## config.mk

```make
export PLATFORM = sky130hd
export DESIGN_NAME = sd_cmd_framer_flat
export DESIGN_NICKNAME = d
export VERILOG_FILES = /design/src/rtl/sd_cmd_framer_if.sv /design/src/rtl/sd_cmd_framer.sv /design/src/flat_wrapper.sv
export SDC_FILE = /design/constraint.sdc
export NUM_CORES = 1
export LEC_CHECK = 0
export ABC_AREA = 1
export BUFFER_PORTS_ARGS = -buffer_cell sky130_fd_sc_hd__buf_4
export CAP_MARGIN = 10
export CORE_AREA = 10 10 155 85
export CTS_CLUSTER_DIAMETER = 60
export DETAILED_ROUTE_END_ITERATION = 8
export DIE_AREA = 0 0 165 95
export HOLD_SLACK_MARGIN = 0.1
export PLACE_DENSITY = 0.89
export SYNTH_ARGS = -nofsm -noshare
export SYNTH_HDL_FRONTEND = slang
export SYNTH_SLANG_ARGS = --single-unit
```

## constraint.sdc

```tcl
create_clock -name clk -period 2.22 [get_ports clk]
set_clock_uncertainty 0.15 [all_clocks]
set_input_delay 0.111 -clock clk [delete_from_list [all_inputs] [get_ports clk]]
set_output_delay 0.111 -clock clk [all_outputs]
set_load 0.005 [all_outputs]
```

## src/rtl/sd_cmd_framer_if.sv

```systemverilog
// Command-request, transmit-FIFO write and SPI-master control signals of the SD command framer.
// The slave modport is the framer's view; master is the view of whatever drives it.
interface sd_cmd_framer_if;
  logic        cmd_valid;
  logic        cmd_ready;
  logic [5:0]  cmd_index;
  logic [31:0] cmd_arg;
  logic [5:0]  resp_len;
  logic        fifo_wr_en;
  logic [7:0]  fifo_wr_data;
  logic        fifo_full;
  logic        spi_start;
  logic [5:0]  cmd_length;
  logic [5:0]  response_length;
  logic [9:0]  send_data_length;
  logic [9:0]  receive_data_length;
  logic        spi_busy;
  logic        spi_valid;
  logic        busy;
  logic        done;
  logic        timeout;

  modport slave (
    input  cmd_valid, cmd_index, cmd_arg, resp_len, fifo_full, spi_busy, spi_valid,
    output cmd_ready, fifo_wr_en, fifo_wr_data, spi_start, cmd_length, response_length,
           send_data_length, receive_data_length, busy, done, timeout
  );

  modport master (
    output cmd_valid, cmd_index, cmd_arg, resp_len, fifo_full, spi_busy, spi_valid,
    input  cmd_ready, fifo_wr_en, fifo_wr_data, spi_start, cmd_length, response_length,
           send_data_length, receive_data_length, busy, done, timeout
  );
endinterface

```

## src/rtl/sd_cmd_framer.sv

```systemverilog
// Builds a 6-byte SPI-mode SD command frame with a bit-serial CRC7, pushes it into the
// SPI master's transmit FIFO, then runs the start/busy/valid handshake with a timeout.
module sd_cmd_framer #(
  parameter int CMD_LEN     = 6,
  parameter int TIMEOUT_CYC = 2000000
) (
  input  logic             clk,
  input  logic             rst_n,
  sd_cmd_framer_if.slave   bus
);
  localparam int CNT_W = $clog2(TIMEOUT_CYC + 1);

  typedef enum logic [2:0] {
    S_IDLE,
    S_CRC,
    S_PUSH,
    S_START,
    S_WAIT
  } state_t;

  state_t           state_q;
  logic [47:0]      frame_q;
  logic [6:0]       crc_q;
  logic [5:0]       bit_cnt_q;
  logic [2:0]       byte_cnt_q;
  logic [CNT_W-1:0] to_cnt_q;
  logic             cmd_ready_q;
  logic             fifo_wr_en_q;
  logic [7:0]       fifo_wr_data_q;
  logic             spi_start_q;
  logic [5:0]       resp_len_q;
  logic             busy_q;
  logic             done_q;
  logic             timeout_q;

  logic [5:0]       bit_idx;
  logic             crc_fb;
  logic [6:0]       crc_d;
  logic [7:0]       cur_byte;
  logic             to_hit;

  // CRC7 (x^7 + x^3 + 1) advanced one frame bit per cycle, MSB of the frame first.
  always_comb begin
    bit_idx = 6'd47 - bit_cnt_q;
    crc_fb  = frame_q[bit_idx] ^ crc_q[6];
    crc_d   = {crc_q[5:0], 1'b0} ^ (crc_fb ? 7'h09 : 7'h00);
  end

  always_comb begin
    case (byte_cnt_q)
      3'd0:    cur_byte = frame_q[47:40];
      3'd1:    cur_byte = frame_q[39:32];
      3'd2:    cur_byte = frame_q[31:24];
      3'd3:    cur_byte = frame_q[23:16];
      3'd4:    cur_byte = frame_q[15:8];
      default: cur_byte = frame_q[7:0];
    endcase
  end

  assign to_hit = (to_cnt_q == CNT_W'(TIMEOUT_CYC - 1));

  always_ff @(posedge clk or negedge rst_n) begin
    if (!rst_n) begin
      state_q        <= S_IDLE;
      frame_q        <= '0;
      crc_q          <= '0;
      bit_cnt_q      <= '0;
      byte_cnt_q     <= '0;
      to_cnt_q       <= '0;
      cmd_ready_q    <= 1'b1;
      fifo_wr_en_q   <= 1'b0;
      fifo_wr_data_q <= '0;
      spi_start_q    <= 1'b0;
      resp_len_q     <= '0;
      busy_q         <= 1'b0;
      done_q         <= 1'b0;
      timeout_q      <= 1'b0;
    end else begin
      fifo_wr_en_q <= 1'b0;
      done_q       <= 1'b0;
      timeout_q    <= 1'b0;
      case (state_q)
        S_IDLE: begin
          if (bus.cmd_valid && cmd_ready_q) begin
            frame_q     <= {2'b01, bus.cmd_index, bus.cmd_arg, 8'h00};
            resp_len_q  <= bus.resp_len;
            crc_q       <= '0;
            bit_cnt_q   <= '0;
            cmd_ready_q <= 1'b0;
            busy_q      <= 1'b1;
            state_q     <= S_CRC;
          end
        end
        S_CRC: begin
          crc_q     <= crc_d;
          bit_cnt_q <= bit_cnt_q + 6'd1;
          if (bit_cnt_q == 6'd39) begin
            frame_q[7:0] <= {crc_d, 1'b1};
            byte_cnt_q   <= '0;
            state_q      <= S_PUSH;
          end
        end
        S_PUSH: begin
          // A full FIFO simply stalls the byte pointer; the pending byte is retried.
          if (!bus.fifo_full) begin
            fifo_wr_en_q   <= 1'b1;
            fifo_wr_data_q <= cur_byte;
            if (byte_cnt_q == 3'd5) begin
              to_cnt_q <= '0;
              state_q  <= S_START;
            end else begin
              byte_cnt_q <= byte_cnt_q + 3'd1;
            end
          end
        end
        S_START: begin
          // The master only samples on its SCK tick, so start is held as a level until busy.
          if (to_hit) begin
            timeout_q   <= 1'b1;
            spi_start_q <= 1'b0;
            cmd_ready_q <= 1'b1;
            busy_q      <= 1'b0;
            state_q     <= S_IDLE;
          end else if (bus.spi_busy) begin
            spi_start_q <= 1'b0;
            to_cnt_q    <= to_cnt_q + 1'b1;
            state_q     <= S_WAIT;
          end else begin
            spi_start_q <= 1'b1;
            to_cnt_q    <= to_cnt_q + 1'b1;
          end
        end
        S_WAIT: begin
          if (!bus.spi_busy && bus.spi_valid) begin
            done_q      <= 1'b1;
            cmd_ready_q <= 1'b1;
            busy_q      <= 1'b0;
            state_q     <= S_IDLE;
          end else if (to_hit) begin
            timeout_q   <= 1'b1;
            spi_start_q <= 1'b0;
            cmd_ready_q <= 1'b1;
            busy_q      <= 1'b0;
            state_q     <= S_IDLE;
          end else begin
            to_cnt_q <= to_cnt_q + 1'b1;
          end
        end
        default: state_q <= S_IDLE;
      endcase
    end
  end

  assign bus.cmd_ready           = cmd_ready_q;
  assign bus.fifo_wr_en          = fifo_wr_en_q;
  assign bus.fifo_wr_data        = fifo_wr_data_q;
  assign bus.spi_start           = spi_start_q;
  assign bus.cmd_length          = 6'(CMD_LEN);
  assign bus.response_length     = resp_len_q;
  assign bus.send_data_length    = '0;
  assign bus.receive_data_length = '0;
  assign bus.busy                = busy_q;
  assign bus.done                = done_q;
  assign bus.timeout             = timeout_q;
endmodule

```

## src/flat_wrapper.sv

```systemverilog
// flat-port wrapper written by rule: the top's interface ports become plain ports
module sd_cmd_framer_flat 
#(
  parameter int CMD_LEN     = 6,
  parameter int TIMEOUT_CYC = 2000000
)
  (clk, rst_n, bus_cmd_valid, bus_cmd_index, bus_cmd_arg, bus_resp_len, bus_fifo_full, bus_spi_busy, bus_spi_valid, bus_cmd_ready, bus_fifo_wr_en, bus_fifo_wr_data, bus_spi_start, bus_cmd_length, bus_response_length, bus_send_data_length, bus_receive_data_length, bus_busy, bus_done, bus_timeout);
  sd_cmd_framer_if bus_i ();
  input  logic clk;
  input  logic rst_n;
  input wire logic [$bits(bus_i.cmd_valid)-1:0] bus_cmd_valid;
  input wire logic [$bits(bus_i.cmd_index)-1:0] bus_cmd_index;
  input wire logic [$bits(bus_i.cmd_arg)-1:0] bus_cmd_arg;
  input wire logic [$bits(bus_i.resp_len)-1:0] bus_resp_len;
  input wire logic [$bits(bus_i.fifo_full)-1:0] bus_fifo_full;
  input wire logic [$bits(bus_i.spi_busy)-1:0] bus_spi_busy;
  input wire logic [$bits(bus_i.spi_valid)-1:0] bus_spi_valid;
  output wire logic [$bits(bus_i.cmd_ready)-1:0] bus_cmd_ready;
  output wire logic [$bits(bus_i.fifo_wr_en)-1:0] bus_fifo_wr_en;
  output wire logic [$bits(bus_i.fifo_wr_data)-1:0] bus_fifo_wr_data;
  output wire logic [$bits(bus_i.spi_start)-1:0] bus_spi_start;
  output wire logic [$bits(bus_i.cmd_length)-1:0] bus_cmd_length;
  output wire logic [$bits(bus_i.response_length)-1:0] bus_response_length;
  output wire logic [$bits(bus_i.send_data_length)-1:0] bus_send_data_length;
  output wire logic [$bits(bus_i.receive_data_length)-1:0] bus_receive_data_length;
  output wire logic [$bits(bus_i.busy)-1:0] bus_busy;
  output wire logic [$bits(bus_i.done)-1:0] bus_done;
  output wire logic [$bits(bus_i.timeout)-1:0] bus_timeout;
  assign bus_i.cmd_valid = bus_cmd_valid;
  assign bus_i.cmd_index = bus_cmd_index;
  assign bus_i.cmd_arg = bus_cmd_arg;
  assign bus_i.resp_len = bus_resp_len;
  assign bus_i.fifo_full = bus_fifo_full;
  assign bus_i.spi_busy = bus_spi_busy;
  assign bus_i.spi_valid = bus_spi_valid;
  assign bus_cmd_ready = bus_i.cmd_ready;
  assign bus_fifo_wr_en = bus_i.fifo_wr_en;
  assign bus_fifo_wr_data = bus_i.fifo_wr_data;
  assign bus_spi_start = bus_i.spi_start;
  assign bus_cmd_length = bus_i.cmd_length;
  assign bus_response_length = bus_i.response_length;
  assign bus_send_data_length = bus_i.send_data_length;
  assign bus_receive_data_length = bus_i.receive_data_length;
  assign bus_busy = bus_i.busy;
  assign bus_done = bus_i.done;
  assign bus_timeout = bus_i.timeout;
  sd_cmd_framer #(.CMD_LEN(CMD_LEN), .TIMEOUT_CYC(TIMEOUT_CYC)) u_core (.clk(clk), .rst_n(rst_n), .bus(bus_i));
endmodule
```

### Word level (Yosys, flattened, before mapping)

Index checks and enable logic that the tools add are counted.

* bits in registers: 107
* latch bits: 0
* bits in writable memories: 0
* memory bits (read-only): 0
* input port bits: 50
* logic and storage cells: 111
* memories kept: 0

* add/sub/neg operators: 4
* multipliers: 0
* div/mod/pow operators: 0
* order comparisons: 1
* eq/ne operators: 20
* shift-type cells: 0
* muxes and demuxes: 49
* bitwise logic cells: 3
* reduce and logical (&&, ||, !) cells: 19

Operators with widths (count)
* 21-bit 2-to-1 mux: 4
* 21-bit one-hot mux with 3 select lines: 1
* 8-bit one-hot mux with 5 select lines: 1
* 3-bit 2-to-1 mux: 11
* 21-bit by 1-bit adder with 21-bit output, second input constant: 1
* 21-bit equality test, second input constant: 1
* 1-bit 2-to-1 mux: 17
* 8-bit 2-to-1 mux: 2
* 8-bit one-hot mux with 2 select lines: 1
* 3-bit one-hot mux with 5 select lines: 1
* 7-bit one-hot mux with 2 select lines: 1
* 3-bit by 2-bit equality test with 1-bit output, second input constant: 4
* 6-bit one-hot mux with 2 select lines: 1
* 3-bit equality test, second input constant: 3
* 2-bit by 1-bit inequality test with 1-bit output, second input constant: 4
* 2-bit AND reduction: 4
* 4-bit AND reduction: 2
* 6-bit by 7-bit < comparator with 1-bit output, second input constant: 1
* 7-bit 2-to-1 mux: 1
* 7-bit XOR: 1
* 6-bit by 1-bit adder with 6-bit output, second input constant: 1
* 1-bit binary-select mux with 6-bit select: 1
* 3-bit by 1-bit equality test with 1-bit output, second input constant: 2
* 6-bit equality test, second input constant: 1
* 19 further kinds: 29

### Logic depth before layout (Yosys ltp)

* depth in word-level cells: 8
* gate-level depth with buffers: 15

### Worst setup path before layout

No wires, ideal clock.

* path type: register -> register
* start point: register u_core.byte_cnt_q[0]
* end point: register u_core.fifo_wr_data_q[4] (netlist: u_core.bus.fifo_wr_data[4])
* arrival time: 1.684 ns
* required time: 1.936 ns
* slack: 0.252 ns
* cell stages (with the launch flop): 8
* path buffers: 1
* cell sequence: dfrtp_1 ha_1 ha_1 clkbuf_1 nor4_4 inv_1 o21ai_0 o21ai_0

* longest elaborated chain between the ends: 2

Ends and longest elaborated chain
* from (decl): RTL line sd_cmd_framer.sv:25 `logic [2:0] byte_cnt_q;`
* from (signal assigned): RTL line sd_cmd_framer.sv:112 `byte_cnt_q <= byte_cnt_q + 3'd1;`
* 3-bit equality test (tied with other cells): RTL line sd_cmd_framer.sv:50 `case (byte_cnt_q)`
* 8-bit one-hot mux with 5 select lines (*): RTL line sd_cmd_framer.sv:50
* to (signal assigned): RTL line sd_cmd_framer.sv:107 `fifo_wr_data_q <= cur_byte;`
* to (decl): RTL line sd_cmd_framer.sv:29 `logic [7:0] fifo_wr_data_q;`

Every way passes the cells marked *; elsewhere a longest branch is shown, timed or not.
A chain may end at the register's enable or synchronous reset.

### Final worst setup path

* start point: register u_core.byte_cnt_q[0]
* end point: register u_core.fifo_wr_data_q[5] (netlist: u_core.bus.fifo_wr_data[5])

The elaborated chain is that of the path after synthesis.

==> results.md <==
- Run status: completed
- Sw Pwr: 3.995 mW
- Synth unique cells: 45
- R2r endpoint: u_core.bus.fifo_wr_data[5]
- PD cells: 1220 mW/mm2
- Max Cap Viol: 0
- Cell Area, Synth: 0.005829 mm2
- NumNets Final: 945
- Post-placement cell count: 968
- Least-Margin Pin Slew: 0.6452 ns
- Total clock sinks: 107
- DRC: 0
- CP startpoint kind: flop
- Most frequent cell after synthesis: nand2_1
- Critical path data required time: 2.36 ns
- Core footprint: 0.01061 mm2
- Fmax: 463.1 MHz
- CTS tree: done
- Largest cells by area after synthesis: dfrtp_1, nand2_1, nand3_1, o21ai_0, inv_1
- Synth async-reset ratio: 100.0%
- Initial Util: 54.95%
- Pleak: 3.531 nW
- Routed vias/inst: 5.652
- Hpwl dp: 13260 um
- Die area: 0.01568 mm2
- Syn_area_per_cell: 7.701 um2
- Synth cell count leaders: nand2_1, dfrtp_1, inv_1
- 1st-iter DRT viols: 821
- Crit path max fanout: 9
- Worst reg2reg path startpoint: u_core.byte_cnt_q[0]
- Worst R2R Path Depth: 9
- First-pass GRT wire length: 29220 um
- N_diodes: 0
- Port bufs: 69
- Area added between synthesis and finish: 27.37%
- Max clock buf depth: 2
- Worst rel slew slack: 56.94%
- Critical path class: flop to flop
- Worst Path Arrival: 2.30 ns
- Vias in the first global route: 5436
- Sw Share: 44.09%
- Synth Warn #: 0
- Post-synth EDFFs: 0
- Final instance area: 0.007425 mm2
- Skew-Pair Late Insertion Delay: 0.35 ns
- Biggest area consumer among synthesized cells: dfrtp_1
- Largest net degree at the start of global routing: 60
- Post-Synthesis Cells: 757
- Drt total wl: 18360 um
- Hold Crit Class: input port to async pin
- Sequential share of the synthesized area: 45.95%
- Cell Count, Final, Fillers Out: 1037
- Gpl congestion: 1.020
- Placement Cell Area: 0.006538 mm2
- Initial antenna violation count: 0
- Tcrit/Tclk final: 97.28%
- Final Hold Fails: 0
- Detail-routed net length per standard cell: 17.70 um
- Comb power frac: 45.1%
- Die Wd: 165 um
- Via Count: 5861
- Fin crit period: 2.160 ns
- CP endpoint kind: flop
- Max-slew violation count: 0
- Share of power burned in registers: 36.5%
- Die height: 95 um
- Proportion of layout cells with a drive suffix above 1: 15.92%
- Clock power frac: 18.4%
- H-tree levels: 3
- Top cell type's share of synthesized area: 45.50%
- Row count: 27
- Total grt overflow: 0
- Max IR drop VDD: 0.6090 mV
- Router iterations before antenna repair: 5
- Final ANT Viol Nets: 0
- Ys flop type: dfrtp_1
- Total track usage: 23.44%
- P_int: 5.065 mW
- Clock buffer count from CTS: 9
- Setup Viol. Count Final: 0
- Root Driver: clkbuf_16
- Yosys reg bits: 107
- Ports: 96
- Worst-path clk slew: 0.07 ns
- Flop2flop setup slack: 0.06 ns
-- cell usage in the layout, fill, tap and decap left out, types with 8 or more instances in the layout --
| master | count |
|---|---|
| nand4_1 | 14 |
| nand3_1 | 64 |
| nand2_1 | 252 |
| nor2_1 | 34 |
| inv_1 | 64 |
| buf_4 | 99 |
| o21ai_0 | 56 |
| clkbuf_16 | 9 |
| xor2_1 | 8 |
| dlygate4sd3_1 | 48 |
| dfrtp_1 | 106 |
| o31ai_1 | 12 |
| conb_1 | 26 |
-- critical path: stages, from the launching register on --
cell and delay [ns]:
dfrtp_1 0.42, buf_4 0.15, ha_1 0.22, ha_4 0.22
nor4_4 0.34, buf_4 0.19, a221oi_1 0.05, nand2_1 0.16
o211ai_1 0.13, nand2_1 0.08
-- metrics by stage --
step | setup slack, ns | hold slack, ns | TNS (ns) | util (%) | power [mW]
after global routing | -0.04362 | 0.1914 | -0.05001 | 69.99 | 9.647
final | 0.06041 | 0.1628 | 0 | 69.99 | 9.060
after global placement | 0.09047 | -0.08291 | 0 | 61.63 | 6.908
after floorplan | 0.2519 | -0.3346 | 0 | - | 5.499
after detailed placement | 0.06854 | -0.08096 | 0 | 61.63 | 6.996
after CTS | 0.01252 | 0.1725 | 0 | 69.26 | 8.764
-- layer usage --
layer	track usage (%)	share of wire, %	up-vias
met5	0	0	-
met4	4.252	1.1	0
met3	12.72	17	32
met2	29.53	38	425
met1	34.07	44	2690
li1	-	-	2714
-- worst max path at each step --
| stage | from | to | slack [ns] | cells past startpoint |
|---|---|---|---|---|
| after global routing | u_core.byte_cnt_q[0] | u_core.bus.fifo_wr_data[5] | -0.04 | 10 |
| after global placement | u_core.byte_cnt_q[1] | u_core.bus.fifo_wr_data[3] | 0.09 | 10 |
| after CTS | u_core.byte_cnt_q[0] | u_core.bus.fifo_wr_data[6] | 0.01 | 7 |
| after floorplan | u_core.byte_cnt_q[0] | u_core.bus.fifo_wr_data[4] | 0.25 | 7 |
| final | u_core.byte_cnt_q[0] | u_core.bus.fifo_wr_data[5] | 0.06 | 9 |
| after detailed placement | u_core.byte_cnt_q[0] | u_core.bus.fifo_wr_data[1] | 0.07 | 7 |
-- cells by family after synthesis --
family | after synthesis | synth area share [%]
adder cells (fa/ha/maj) | 8 | 1.717
buffers and inverters | 126 | 10.13
other | 2 | 0.1288
AO/OA/AOI/OAI | 114 | 11.89
AND/OR/NAND/NOR | 390 | 28.68
XOR/XNOR | 10 | 1.503
flip-flops | 107 | 45.95
-- power groups by stage --
stage | sequential [mW] | combinational, mW | clock (mW)
2_1_floorplan | 3.03 | 2.47 | 0
3_3_place_gp | 3.24 | 3.67 | 0
3_5_place_dp | 3.25 | 3.75 | 0
4_1_cts | 3.23 | 3.85 | 1.69
5_1_grt | 3.34 | 4.54 | 1.77
6_report | 3.30 | 4.09 | 1.67
-- final cells by class --
class	count	area [um2]
flip-flops and latches	107	2679
fillers	819	3183
well taps	145	181.4
clock buffers	9	225.2
repair buffers	150	1284
inverters	71	274.0
multi-input cells	548	2698
clock inverters	7	83.83
-- registers in the layout (all words and copies together) (netlist names) --
| register | flops |
|---|---|
| u_core.bus.spi_start | 1 |
| u_core.state_q | 3 |
| u_core.frame_q | 47 |
| u_core.bus.done | 1 |
| u_core.bus.cmd_ready | 1 |
| u_core.bit_cnt_q | 6 |
| u_core.bus.busy | 1 |
| u_core.bus.fifo_wr_en | 1 |
| u_core.bus.fifo_wr_data | 8 |
| u_core.crc_q | 7 |
| u_core.byte_cnt_q | 3 |
| u_core.to_cnt_q | 21 |
| u_core.bus.response_length | 6 |
| u_core.bus.timeout | 1 |
-- what timing repair did --
item / CTS / global route
hold buffers: 49 / 0
resized for setup: 0 / 15
hold endpoints to repair: 165 / 0
setup buffers: 0 / 4
endpoints found under the setup margin: 0 / 30
(Power assumes the default switching activity.)
